==> src/rtl/bram_pixel_unpacker.sv <==
// Reads a run of 32-bit words from the BRAM B port and streams them out as
// 8-bit pixels, low byte first, on a valid/ready interface with credit-based issue.
module bram_pixel_unpacker #(
    parameter int unsigned ADDR_W     = 9,
    parameter int unsigned RD_LAT     = 1,
    parameter int unsigned FIFO_DEPTH = 2
) (
    input  logic              clkb,
    input  logic              rst_n,
    input  logic              start,
    input  logic [ADDR_W-1:0] base_addr,
    input  logic [ADDR_W:0]   num_words,
    output logic              busy,
    output logic              done,
    output logic              enb,
    output logic [ADDR_W-1:0] addrb,
    input  logic [31:0]       doutb,
    output logic [7:0]        pix_data,
    output logic              pix_valid,
    input  logic              pix_ready,
    output logic              pix_last
);

    localparam int unsigned PTR_W = (FIFO_DEPTH > 1) ? $clog2(FIFO_DEPTH) : 1;
    localparam int unsigned CNT_W = $clog2(FIFO_DEPTH + 1);
    localparam int unsigned CRD_W = $clog2(FIFO_DEPTH + RD_LAT + 2);
    localparam int unsigned LEN_W = ADDR_W + 1;

    typedef enum logic [1:0] {S_IDLE, S_RUN, S_DRAIN, S_DONE} state_e;

    state_e              state_q, state_d;
    logic [ADDR_W-1:0]   addr_q, addr_d;
    logic [LEN_W-1:0]    issue_left_q, issue_left_d;
    logic [LEN_W-1:0]    pop_left_q, pop_left_d;
    logic [RD_LAT-1:0]   pipe_q, pipe_d;
    logic [31:0]         mem_q [FIFO_DEPTH];
    logic [31:0]         mem_d [FIFO_DEPTH];
    logic [PTR_W-1:0]    wr_ptr_q, wr_ptr_d, rd_ptr_q, rd_ptr_d;
    logic [CNT_W-1:0]    count_q, count_d;
    logic [1:0]          byte_q, byte_d;
    logic                busy_q, busy_d, done_q, done_d, enb_q, enb_d;
    logic [ADDR_W-1:0]   addrb_q, addrb_d;
    logic [7:0]          pix_data_q, pix_data_d;
    logic                pix_valid_q, pix_valid_d, pix_last_q, pix_last_d;

    logic                wr, xfer, pop, credit_ok;
    logic [31:0]         head;
    logic [CRD_W-1:0]    inflight;

    function automatic logic [PTR_W-1:0] ptr_inc(input logic [PTR_W-1:0] p);
        return (p == PTR_W'(FIFO_DEPTH - 1)) ? '0 : p + PTR_W'(1);
    endfunction

    // Next-state: FIFO bookkeeping, credit check, FSM and output registers
    always_comb begin
        state_d      = state_q;
        addr_d       = addr_q;
        issue_left_d = issue_left_q;
        enb_d        = 1'b0;
        addrb_d      = addrb_q;
        mem_d        = mem_q;

        wr   = pipe_q[RD_LAT-1];
        xfer = pix_valid_q & pix_ready;
        pop  = xfer & (byte_q == 2'd3);

        pipe_d[0] = enb_q;
        for (int i = 1; i < int'(RD_LAT); i++) begin
            pipe_d[i] = pipe_q[i-1];
        end

        if (wr) begin
            mem_d[wr_ptr_q] = doutb;
        end
        wr_ptr_d   = wr  ? ptr_inc(wr_ptr_q) : wr_ptr_q;
        rd_ptr_d   = pop ? ptr_inc(rd_ptr_q) : rd_ptr_q;
        count_d    = count_q + CNT_W'(wr) - CNT_W'(pop);
        byte_d     = byte_q + 2'(xfer);
        pop_left_d = pop_left_q - LEN_W'(pop);

        // A word written this edge into an otherwise-empty FIFO becomes the head
        head = (wr && (count_q == CNT_W'(pop))) ? doutb : mem_q[rd_ptr_d];

        // Reads still outstanding after this edge plus post-edge occupancy
        inflight = CRD_W'(enb_q) + CRD_W'(count_d);
        for (int i = 0; i < int'(RD_LAT) - 1; i++) begin
            inflight = inflight + CRD_W'(pipe_q[i]);
        end
        credit_ok = (inflight < CRD_W'(FIFO_DEPTH));

        case (state_q)
            S_IDLE: begin
                if (start) begin
                    pop_left_d = num_words;
                    if (num_words == '0) begin
                        state_d = S_DONE;
                    end else begin
                        enb_d        = 1'b1;
                        addrb_d      = base_addr;
                        addr_d       = base_addr + ADDR_W'(1);
                        issue_left_d = num_words - LEN_W'(1);
                        state_d      = (num_words == LEN_W'(1)) ? S_DRAIN : S_RUN;
                    end
                end
            end
            S_RUN: begin
                if (credit_ok) begin
                    enb_d        = 1'b1;
                    addrb_d      = addr_q;
                    addr_d       = addr_q + ADDR_W'(1);
                    issue_left_d = issue_left_q - LEN_W'(1);
                    if (issue_left_q == LEN_W'(1)) begin
                        state_d = S_DRAIN;
                    end
                end
            end
            S_DRAIN: begin
                if (pop_left_d == '0) begin
                    state_d = S_DONE;
                end
            end
            S_DONE: begin
                state_d = S_IDLE;
            end
            default: begin
                state_d = S_IDLE;
            end
        endcase

        busy_d      = (state_d == S_RUN) || (state_d == S_DRAIN);
        done_d      = (state_d == S_DONE);
        pix_valid_d = (count_d != '0);
        pix_data_d  = head[{byte_d, 3'b000} +: 8];
        pix_last_d  = pix_valid_d && (byte_d == 2'd3) && (pop_left_d == LEN_W'(1));
    end

    always_ff @(posedge clkb or negedge rst_n) begin
        if (!rst_n) begin
            state_q      <= S_IDLE;
            addr_q       <= '0;
            issue_left_q <= '0;
            pop_left_q   <= '0;
            pipe_q       <= '0;
            for (int i = 0; i < int'(FIFO_DEPTH); i++) begin
                mem_q[i] <= '0;
            end
            wr_ptr_q     <= '0;
            rd_ptr_q     <= '0;
            count_q      <= '0;
            byte_q       <= '0;
            busy_q       <= 1'b0;
            done_q       <= 1'b0;
            enb_q        <= 1'b0;
            addrb_q      <= '0;
            pix_data_q   <= '0;
            pix_valid_q  <= 1'b0;
            pix_last_q   <= 1'b0;
        end else begin
            state_q      <= state_d;
            addr_q       <= addr_d;
            issue_left_q <= issue_left_d;
            pop_left_q   <= pop_left_d;
            pipe_q       <= pipe_d;
            mem_q        <= mem_d;
            wr_ptr_q     <= wr_ptr_d;
            rd_ptr_q     <= rd_ptr_d;
            count_q      <= count_d;
            byte_q       <= byte_d;
            busy_q       <= busy_d;
            done_q       <= done_d;
            enb_q        <= enb_d;
            addrb_q      <= addrb_d;
            pix_data_q   <= pix_data_d;
            pix_valid_q  <= pix_valid_d;
            pix_last_q   <= pix_last_d;
        end
    end

    assign busy      = busy_q;
    assign done      = done_q;
    assign enb       = enb_q;
    assign addrb     = addrb_q;
    assign pix_data  = pix_data_q;
    assign pix_valid = pix_valid_q;
    assign pix_last  = pix_last_q;

endmodule

==> config.mk <==
export PLATFORM = sky130hd
export DESIGN_NAME = bram_pixel_unpacker
export DESIGN_NICKNAME = d
export VERILOG_FILES = /design/src/rtl/bram_pixel_unpacker.sv
export SDC_FILE = /design/constraint.sdc
export NUM_CORES = 1
export LEC_CHECK = 0
export ABC_AREA = 1
export BUFFER_PORTS_ARGS = -buffer_cell sky130_fd_sc_hd__buf_2
export CORE_UTILIZATION = 60
export CTS_CLUSTER_SIZE = 24
export DETAILED_ROUTE_END_ITERATION = 8
export HOLD_SLACK_MARGIN = 0.08
export PLACE_DENSITY = 0.82
export SYNTH_ARGS = -nofsm -noshare
export SYNTH_HDL_FRONTEND = slang
export SYNTH_SLANG_ARGS = --single-unit
export TNS_END_PERCENT = 1
==> constraint.sdc <==
create_clock -name clkb -period 5.9 [get_ports clkb]
set_input_delay 0 -clock clkb [delete_from_list [all_inputs] [get_ports clkb]]
set_output_delay 0 -clock clkb [all_outputs]
set_load 0.02 [all_outputs]
==> flow_summary.json, run 1 <==
{
  "status": "finished clean",
  "track_usage": 0.306,
  "drc_errors": 0,
  "period_needed_ns": 2.84,
  "ys_types": 36,
  "core_sq_um": 10500,
  "slew_viol_final": 0,
  "cts_buffers": 17,
  "synthCells": 891,
  "drt_first_pass_iters": 8,
  "end_kind": "flip-flop",
  "synthToLayoutAreaGrowth_pct": 22.4,
  "yosysWarnings": 0,
  "grt_pass1_wl_mm": 27.2,
  "die_area_sq_um": 11400,
  "yosysMostFrequentCell": "nand2_1",
  "maxCapViolations": 0,
  "wire_per_inst_um": 14.1,
  "clk_pin_slew_ns": 0.06,
  "critPathMaxStageDelay_ns": 0.43,
  "synth_top_cell_area_share": 0.470,
  "synthArstFlopShare": 1.00,
  "crit_slowest_cell": "nand2_2",
  "synth_nets": 957,
  "antennaDiodeCount": 0,
  "fin_tns_setup_ns": 0,
  "cts_sinks": 124,
  "required_ns": 6.29,
  "synth_edf_count": 0,
  "path_delay_family": "simple AND/OR/NAND/NOR gates",
  "gp_congestion": 0.892,
  "vias_per_cell": 5.31,
  "synth_area_sq_um": 6600,
  "finClkSkew_ns": 0.00545,
  "fin_util": 0.768,
  "ys_seq_elements": 124,
  "vias": 6116,
  "hold_violations": 0,
  "clk_latency_ns": 0.52,
  "ys_seq_area_frac": 0.470,
  "ir_drop_mv": 0.323,
  "path_buf_inv": 3,
  "hold_class": "input pin to asynchronous set/reset pin",
  "synth_common_cells": "nand2_1 (322), dfrtp_1 (124), o21ai_0 (107)",
  "drt_iter0_drc": 523,
  "yosys_most_used_dff": "dfrtp_1",
  "antenna_left": 0,
  "cts.path.max_buffers": 2,
  "arrival_ns": 3.23,
  "ios": 77,
  "worstMarginPinSlew_ns": 1.05,
  "synth_top_cell_by_area": "dfrtp_1",
  "gr-total-overflow": 0,
  "critPathMaxFanout": 34,
  "dp_hpwl_mm": 9.75,
  "routed_wl_mm": 16.2,
  "slew_headroom": 0.300,
  "setup_viol": 0,
  "worst_path_most_repeated_cell": "nand2_1",
  "fp.dieH_um": 107,
  "rsz0062_at_grt": "no",
  "start_util": 0.628,
  "critPathLaunchType": "flip-flop",
  "layout-drive-gt1-share": 0.126,
  "p_leak_nw": 4.22,
  "fmax_mhz": 352,
  "antenna_found_initial": 0,
  "finish.net_count": 1071,
  "port_buffers": 76,
  "fin_crit_sh": 0.482,
  "ctsResizeCount": 0,
  "htreeDepth": 4,
  "cts_tree": "done",
  "first_global_vias": 6092,
  "rows": 37,
  "synth_area_per_cell_sq_um": 7.40,
  "die_x_um": 107,
  "critical_path_class": "flip-flop to flip-flop",
  "cts-root-buf": "clkbuf_8",
  "grt_max_degree": 66,
  "p_per_area_nw_per_um2": 585,
  "crit_chain": "nand2_1 -> nor2_4 -> ha_1 -> inv_1 -> ha_1 -> inv_1 -> nand2_1 -> nand3b_1 -> nand2_1 -> nand3_1 -> nand2_2 -> inv_2 -> o21ai_0 -> nand2_1",
  "synthTopCellsByArea": "dfrtp_1 (47%), nand2_1 (18%), o21ai_0 (8.1%), inv_1 (5.4%), nand3_1 (4.0%)"
}
[layer usage]
| metal | GRT usage | part of all wire |
|---|---|---|
| met1 | 0.378 | 0.43 |
| met2 | 0.516 | 0.50 |
| met3 | 0.0736 | 0.054 |
| met4 | 0.123 | 0.024 |
| met5 | 0 | 0 |
[metrics by stage]
step | total power [mW] | hold slack, ns | worst slack (ns) | cells | area [sq um]
after global routing | 5.16 | 0.176 | 2.72 | 1152 | 8070
after detailed placement | 3.67 | 0.146 | 3.08 | 1066 | 6970
final | 4.72 | 0.123 | 3.06 | 1152 | 8070
after global placement | 3.61 | 0.147 | 3.13 | 1066 | 6970
after floorplan | 3.23 | -0.296 | 3.57 | 891 | 6600
after CTS | 4.71 | 0.147 | 3.02 | 1152 | 8070
[path summary, 6_finish.rpt]
path / cells after the start / end / slack [ns] / from
worst min register to register: 0 / pipe_q$_DFF_PN0_ / 0.44 / enb$_DFF_PN0_
worst max register to register: 14 / issue_left_q[4]$_DFFE_PN0P_ / 3.06 / pix_valid$_DFF_PN0_
worst max-delay path: 14 / issue_left_q[4]$_DFFE_PN0P_ / 3.06 / pix_valid$_DFF_PN0_
min in group clkb: 4 / rd_ptr_q$_DFF_PN0_ / 0.15 / pix_ready
max in group asynchronous: 3 / addr_q[2]$_DFFE_PN0P_ / 4.47 / rst_n
worst min-delay path: 2 / mem_q[33]$_DFFE_PN0P_ / 0.12 / rst_n
[cells in the final DEF, fill, tap and decap left out, drive strengths merged]
master       instances
xor2                 9
o21bai               1
clkbuf              23
nand4                4
and3                 1
nand3               54
o21ai              113
clkinvlp             2
o311ai               1
inv                 98
o21a                 2
a21oi               40
o211ai               2
nand2              325
xnor2                3
bufinv               1
ha                  11
or2                  4
a21boi               1
dlygate4sd3         56
a31oi                3
buf                 79
dfrtp              124
nand3b               3
nor3                 4
nor2                48
clkinv               4
[logic make-up after synthesis]
kind of cell	count (synthesis)	synth area share
flops	124	0.470
xor+xnor	12	0.0188
buf+inv	138	0.0884
fa+ha+maj	11	0.0209
simple gates	443	0.273
compound gates	163	0.128
[registers in the layout, indices dropped and copies added (netlist names)]
signal        cells
rd_ptr_q          1
enb               1
addr_q            9
addrb             9
pipe_q            1
pix_last          1
byte_q            2
busy              1
wr_ptr_q          1
pix_valid         1
pop_left_q       10
mem_q            64
count_q           2
state_q           2
issue_left_q     10
pix_data          8
done              1
[layout make-up]
| cell class | instances | area, sq um |
|---|---|---|
| clock buffers | 23 | 477 |
| clock inverters | 7 | 65.1 |
| fillers | 778 | 2430 |
| inverters | 98 | 368 |
| multi-input cells | 629 | 2930 |
| flip-flops and latches | 124 | 3100 |
| well taps | 136 | 170 |
| repair buffers | 135 | 966 |
[report_power, final]
part,internal (mW),switching [mW],total (mW)
clock network,0.595,0.369,0.964
logic,0.749,1.50,2.25
registers,1.27,0.238,1.51
total,2.62,2.11,4.72
[repair_timing]
action	in CTS	in global routing
hold buffers	56	0
buffers inserted	0	0
endpoints found under the setup margin	0	0
endpoints found under the hold margin	174	0
(Power assumes the default switching activity.)
==> inputs of run 2 (changes only) <==
--- a/config.mk
+++ b/config.mk
@@ -5,13 +5,13 @@
 export SDC_FILE = /design/constraint.sdc
 export NUM_CORES = 1
 export LEC_CHECK = 0
-export ABC_AREA = 1
+export ABC_AREA = 0
 export BUFFER_PORTS_ARGS = -buffer_cell sky130_fd_sc_hd__buf_2
-export CORE_UTILIZATION = 60
+export CORE_UTILIZATION = 53
 export CTS_CLUSTER_SIZE = 24
 export DETAILED_ROUTE_END_ITERATION = 8
 export HOLD_SLACK_MARGIN = 0.08
-export PLACE_DENSITY = 0.82
+export PLACE_DENSITY = 0.76
 export SYNTH_ARGS = -nofsm -noshare
 export SYNTH_HDL_FRONTEND = slang
 export SYNTH_SLANG_ARGS = --single-unit
==> constraint.sdc (replaced) <==
create_clock -name clkb -period 2.4 [get_ports clkb]
set_input_delay 0 -clock clkb [delete_from_list [all_inputs] [get_ports clkb]]
set_output_delay 0 -clock clkb [all_outputs]
set_load 0.02 [all_outputs]
==> flow_summary.json, run 2 <==
{
  "path_delay_family": "simple AND/OR/NAND/NOR gates",
  "antenna_found_initial": 0,
  "drt_iter0_drc": 395,
  "vias_per_cell": 5.93,
  "end_kind": "flip-flop",
  "critPathLaunchType": "flip-flop",
  "drc_errors": 0,
  "port_buffers": 76,
  "p_sw_frac": 0.385,
  "grt_max_degree": 89,
  "p_int_mw": 8.15,
  "layout_commonest_cell": "dfrtp_1",
  "layout_common_cells": "dfrtp_1 (123), buf_2 (75), mux2_2 (66)",
  "slew_headroom": 0.670,
  "p_per_area_nw_per_um2": 1480,
  "first_global_vias": 5941,
  "required_ns": 2.70,
  "drt_first_pass_iters": 5,
  "worstMarginPinSlew_ns": 0.495,
  "finalInstanceArea_sq_um": 8970,
  "layout-drive-gt1-share": 0.301,
  "antenna_left": 0,
  "ys_seq_elements": 124,
  "synth_area_per_cell_sq_um": 10.4,
  "antennaDiodeCount": 0,
  "crit_chain": "and4_4 -> buf_4 -> ha_4 -> buf_4 -> nor2b_1 -> or3_1 -> a21oi_2 -> a31oi_2 -> o31ai_2 -> ha_1",
  "cts_sinks": 124,
  "fp.dieH_um": 116,
  "wire_per_inst_um": 17.5,
  "slew_viol_final": 0,
  "rows": 41,
  "cts_buffers": 17,
  "period_needed_ns": 2.34,
  "hold_violations": 0,
  "fin_util": 0.711,
  "die_area_sq_um": 13400,
  "ys_seq_area_frac": 0.452,
  "yosysMostFrequentCell": "dfrtp_1",
  "routed_wl_mm": 17.3,
  "rsz0062_at_grt": "yes",
  "synthArstFlopShare": 1.00,
  "path_buf_inv": 2,
  "p_leak_nw": 3.88,
  "clk_pin_slew_ns": 0.06,
  "p_clk_frac": 0.198,
  "ys_types": 65,
  "vias": 5867,
  "status": "finished clean",
  "core_sq_um": 12600,
  "ios": 77,
  "yosys_most_used_dff": "dfrtp_1",
  "cts_tree": "done",
  "synth_area_sq_um": 6870,
  "track_usage": 0.278,
  "clk_latency_ns": 0.42,
  "synthCells": 659,
  "cts.path.max_buffers": 2,
  "htreeDepth": 4,
  "largest_reg_flops": 64,
  "cts-root-buf": "clkbuf_16",
  "synth_nets": 725,
  "setup_viol": 0,
  "critPathMaxStageDelay_ns": 0.38,
  "worst_path_most_repeated_cell": "buf_4",
  "synth_top_cell_by_area": "dfrtp_1",
  "arrival_ns": 2.63,
  "critPathMaxFanout": 3,
  "fin_crit_sh": 0.974,
  "ir_drop_mv": 0.960,
  "reg_top3": "mem_q (64), issue_left_q (10), pop_left_q (10)",
  "gr-total-overflow": 0,
  "synth_common_cells": "dfrtp_1 (124), mux2_2 (67), mux2i_1 (46)",
  "synth_edf_count": 0,
  "top_register": "mem_q",
  "seqPwrFrac": 0.290,
  "synthTopCellsByArea": "dfrtp_1 (45%), mux2_2 (11%), mux2i_1 (6.7%), nand3b_1 (2.7%), o21ai_0 (2.4%)",
  "die_x_um": 116,
  "total_switching_power_mw": 5.11,
  "combinationalPowerShare": 0.512,
  "crit_slowest_cell": "dfrtp_1",
  "fmax_mhz": 428,
  "maxCapViolations": 0,
  "yosysWarnings": 0,
  "synth_top_cell_area_share": 0.452,
  "postPlaceCellArea_sq_um": 7630,
  "critical_path_class": "flip-flop to flip-flop",
  "finish.net_count": 870,
  "dp_hpwl_mm": 11.3,
  "start_util": 0.544,
  "grt_pass1_wl_mm": 28.6,
  "gp_congestion": 0.879,
  "synthToLayoutAreaGrowth_pct": 30.6,
  "hold_class": "input pin to asynchronous set/reset pin",
  "finClkSkew_ns": 0.00735
}
[run 2: cell types whose count changed in the layout (fill, tap and decap cells not counted), sizes merged, moves of 12 or more]
cell,delta
nand3b,+22
o21ai,-80
nand2,-284
buf,+38
nand3,-34
mux2,+68
inv,-78
mux2i,+46
nor2b,+12
a21oi,-14
[run 2: path summary, 6_finish.rpt]
kind                                                   from                     endpoint  slack (ns)  cells past startpoint
max in group asynchronous                             rst_n        mem_q[37]$_DFFE_PN0P_        1.45                      3
worst max-delay path                    byte_q[1]$_DFF_PN0_               busy$_DFF_PN0_        0.06                     10
worst min-delay path                                  rst_n         mem_q[6]$_DFFE_PN0P_        0.09                      2
worst min register to register  issue_left_q[5]$_DFFE_PN0P_  issue_left_q[5]$_DFFE_PN0P_        0.48                      1
worst max register to register          byte_q[1]$_DFF_PN0_               busy$_DFF_PN0_        0.06                     10
min in group clkb                              base_addr[0]        addr_q[0]$_DFFE_PN0P_        0.10                      5
[run 2: cell families after synthesis]
logic type,Yosys count,share of synthesized area
AO/OA/AOI/OAI,139,0.139
flip-flops,124,0.452
XOR/XNOR,17,0.0237
adder cells (fa/ha/maj),11,0.0200
multiplexers,114,0.179
buffers and inverters,63,0.0377
AND/OR/NAND/NOR,191,0.149
[run 2: cell type report]
| type | count | area [sq um] |
|---|---|---|
| well taps | 172 | 215 |
| clock inverters | 7 | 110 |
| fillers | 942 | 3650 |
| clock buffers | 25 | 495 |
| multi-input cells | 472 | 3690 |
| flip-flops and latches | 124 | 3100 |
| repair buffers | 169 | 1270 |
| inverters | 20 | 77.6 |
[run 2: power by group through the flow]
stage               sequential, mW  combinational [mW]  clock (mW)
floorplan                     3.77                4.48           0
global placement              3.76                6.16           0
detailed placement            3.83                6.37           0
CTS                           3.82                6.59        2.67
global route                  3.97                7.42        2.76
finish                        3.84                6.79        2.63
[run 2: what timing repair did]
action / in CTS / in global routing
endpoints found under the hold margin: 221 / 0
hold buffers: 52 / 0
resized for setup: 14 / 19
buffers inserted: 5 / 1
endpoints found under the setup margin: 23 / 8
pin swaps: 7 / 6
[run 2: metal layers]
| layer | GRT usage | routed length (um) | vias up |
|---|---|---|---|
| met5 | 0 | 0 | - |
| met2 | 0.485 | 9100 | 187 |
| li1 | - | - | 2736 |
| met3 | 0.0690 | 945 | 27 |
| met1 | 0.331 | 6920 | 2917 |
| met4 | 0.102 | 350 | 0 |
[run 2: per-stage QoR]
stage                     total power [mW]  TNS [ns]  worst slack [ns]  std cells  hold WS (ns)
final                                 13.3         0            0.0633        989        0.0904
after global routing                  14.1    -0.109           -0.0248        989         0.143
after CTS                             13.1   -0.0133          -0.00781        988        0.0825
after detailed placement              10.2     -1.44            -0.144        899      -0.00495
after global placement                9.92         0           0.00941        899       -0.0133
after floorplan                       8.25         0            0.0140        659        -0.296
==> inputs of run 3 (changes only) <==
--- a/config.mk
+++ b/config.mk
@@ -7,11 +7,13 @@
 export LEC_CHECK = 0
 export ABC_AREA = 0
 export BUFFER_PORTS_ARGS = -buffer_cell sky130_fd_sc_hd__buf_2
+export CORE_ASPECT_RATIO = 0.6
 export CORE_UTILIZATION = 53
 export CTS_CLUSTER_SIZE = 24
 export DETAILED_ROUTE_END_ITERATION = 8
 export HOLD_SLACK_MARGIN = 0.08
 export PLACE_DENSITY = 0.76
+export SETUP_SLACK_MARGIN = 0.02
 export SYNTH_ARGS = -nofsm -noshare
 export SYNTH_HDL_FRONTEND = slang
 export SYNTH_SLANG_ARGS = --single-unit
==> flow_summary.json, run 3 (synthesis results as in run 2) <==
{
  "drt_first_pass_iters": 5,
  "setup_viol": 0,
  "p_leak_nw": 3.83,
  "start_util": 0.557,
  "cts.path.max_buffers": 2,
  "slew_headroom": 0.516,
  "core_sq_um": 12300,
  "reg_top3": "mem_q (64), issue_left_q (10), pop_left_q (10)",
  "fp.dieH_um": 90.2,
  "combinationalPowerShare": 0.512,
  "routed_wl_mm": 18.5,
  "clk_pin_slew_ns": 0.06,
  "die_area_sq_um": 13400,
  "hold_violations": 0,
  "critPathMaxStageDelay_ns": 0.38,
  "worstMarginPinSlew_ns": 0.726,
  "r2r_setup_slack_ns": 0.07,
  "first_global_vias": 5876,
  "rows": 31,
  "ios": 77,
  "crit_slowest_cell": "dfrtp_1",
  "grt_max_degree": 51,
  "port_buffers": 76,
  "finalInstanceArea_sq_um": 8870,
  "fillers": 822,
  "gr-total-overflow": 0,
  "maxCapViolations": 0,
  "layout-drive-gt1-share": 0.296,
  "r2r-end": "pix_last$_DFF_PN0_",
  "finish.net_count": 863,
  "wire_per_inst_um": 19.0,
  "track_usage": 0.287,
  "fin_crit_sh": 0.972,
  "grt_pass1_wl_mm": 29.9,
  "synthToLayoutAreaGrowth_pct": 29.2,
  "ir_drop_mv": 0.697,
  "end_kind": "flip-flop",
  "p_per_area_nw_per_um2": 1490,
  "drc_errors": 0,
  "finClkSkew_ns": 0.00889,
  "vias_per_cell": 6.18,
  "critPathMaxFanout": 3,
  "clk_latency_ns": 0.42,
  "arrival_ns": 2.65,
  "period_needed_ns": 2.33,
  "layout_commonest_cell": "dfrtp_1",
  "rsz0062_at_grt": "yes",
  "fmax_mhz": 429,
  "p_sw_frac": 0.402,
  "status": "finished clean",
  "hold_class": "input pin to asynchronous set/reset pin",
  "top_register": "mem_q",
  "worst_path_most_repeated_cell": "ha_4",
  "reg2reg_from": "byte_q[0]$_DFF_PN0_",
  "postPlaceCellArea_sq_um": 7570,
  "slew_viol_final": 0,
  "p_int_mw": 7.93,
  "required_ns": 2.72,
  "antenna_found_initial": 0,
  "path_buf_inv": 2,
  "layout_common_cells": "dfrtp_1 (123), buf_2 (75), mux2_2 (67)",
  "reg2reg_depth": 10,
  "largest_reg_flops": 64,
  "critPathLaunchType": "flip-flop",
  "cts_sinks": 124,
  "path_delay_family": "simple AND/OR/NAND/NOR gates",
  "cts-root-buf": "clkbuf_16",
  "critical_path_class": "flip-flop to flip-flop",
  "vias": 6027,
  "p_clk_frac": 0.197,
  "drt_iter0_drc": 515,
  "seqPwrFrac": 0.292,
  "die_x_um": 149,
  "cts_buffers": 17,
  "gp_congestion": 0.901,
  "htreeDepth": 4,
  "antennaDiodeCount": 0,
  "p_total_mw": 13.3,
  "total_switching_power_mw": 5.33,
  "crit_chain": "and4_4 -> ha_4 -> inv_1 -> ha_4 -> xnor3_2 -> buf_4 -> nand2b_4 -> nor4bb_4 -> nand4b_1 -> nor4_2",
  "antenna_left": 0,
  "cts_tree": "done",
  "dp_hpwl_mm": 11.7
}
-- run 3: cell count changes in the layout (fill, tap and decap cells not counted), moves of 2 or more --
cell / previous run / this run
buf_4: 37 / 30
clkbuf_1: 4 / 1
clkbuf_8: 4 / 0
clkinv_4: 0 / 5
o21ai_0: 30 / 32
o21ai_1: 3 / 1
o31ai_1: 2 / 4
o31ai_2: 2 / 0
-- run 3: layer usage --
layer	vias up	share of wire	routed length, um	track usage
met5	-	0	0	0
met4	0	0.018	337	0.0867
met3	42	0.078	1440	0.0731
met2	272	0.46	8450	0.431
met1	2984	0.45	8310	0.409
li1	2729	-	-	-
-- run 3: cell type report --
cell class                      instances  area, sq um  share of cell area
Multi-Input combinational cell        472         3670               0.414
Sequential cell                       124         3100               0.350
Timing Repair Buffer                  162         1210               0.137
Clock buffer                           18          429              0.0484
Tap cell                              165          206              0.0233
Clock inverter                         14          170              0.0192
Inverter                               20         77.6             0.00874
-- run 3: worst max-delay path by stage --
stage	from	to	slack, ns	cells after the start
after floorplan	pix_valid$_DFF_PN0_	issue_left_q[2]$_DFFE_PN0P_	0.01	12
after global placement	byte_q[0]$_DFF_PN0_	issue_left_q[6]$_DFFE_PN0P_	0.005	12
after detailed placement	byte_q[0]$_DFF_PN0_	busy$_DFF_PN0_	-0.10	10
after CTS	byte_q[0]$_DFF_PN0_	busy$_DFF_PN0_	0.02	10
after global routing	byte_q[0]$_DFF_PN0_	pix_last$_DFF_PN0_	-0.02	10
final	byte_q[0]$_DFF_PN0_	pix_last$_DFF_PN0_	0.07	10
-- run 3: what timing repair did --
item	CTS	global route
buffers inserted	4	0
hold buffers	52	0
endpoints found under the hold margin	143	0
endpoints found under the setup margin	24	10
resized for setup	13	15
pin swaps	5	6
-- run 3: power groups by stage --
stage          registers (mW)  logic (mW)  clock network (mW)
4_1_cts                  3.83        6.48                2.64
2_1_floorplan            3.77        4.48                   0
3_5_place_dp             3.84        6.19                   0
3_3_place_gp             3.77        5.98                   0
6_report                 3.87        6.78                2.61
5_1_grt                  4.00        7.32                2.74
-- run 3: per-stage QoR --
step	cells	setup TNS, ns	hold WS, ns	setup slack (ns)	util
detailed placement	887	-0.945	0.102	-0.104	0.614
CTS	975	0	0.0929	0.0222	0.712
global placement	887	0	0.0804	0.00456	0.614
global route	975	-0.0243	0.172	-0.0243	0.719
floorplan	659	0	-0.296	0.0140	-
finish	975	0	0.162	0.0670	0.719
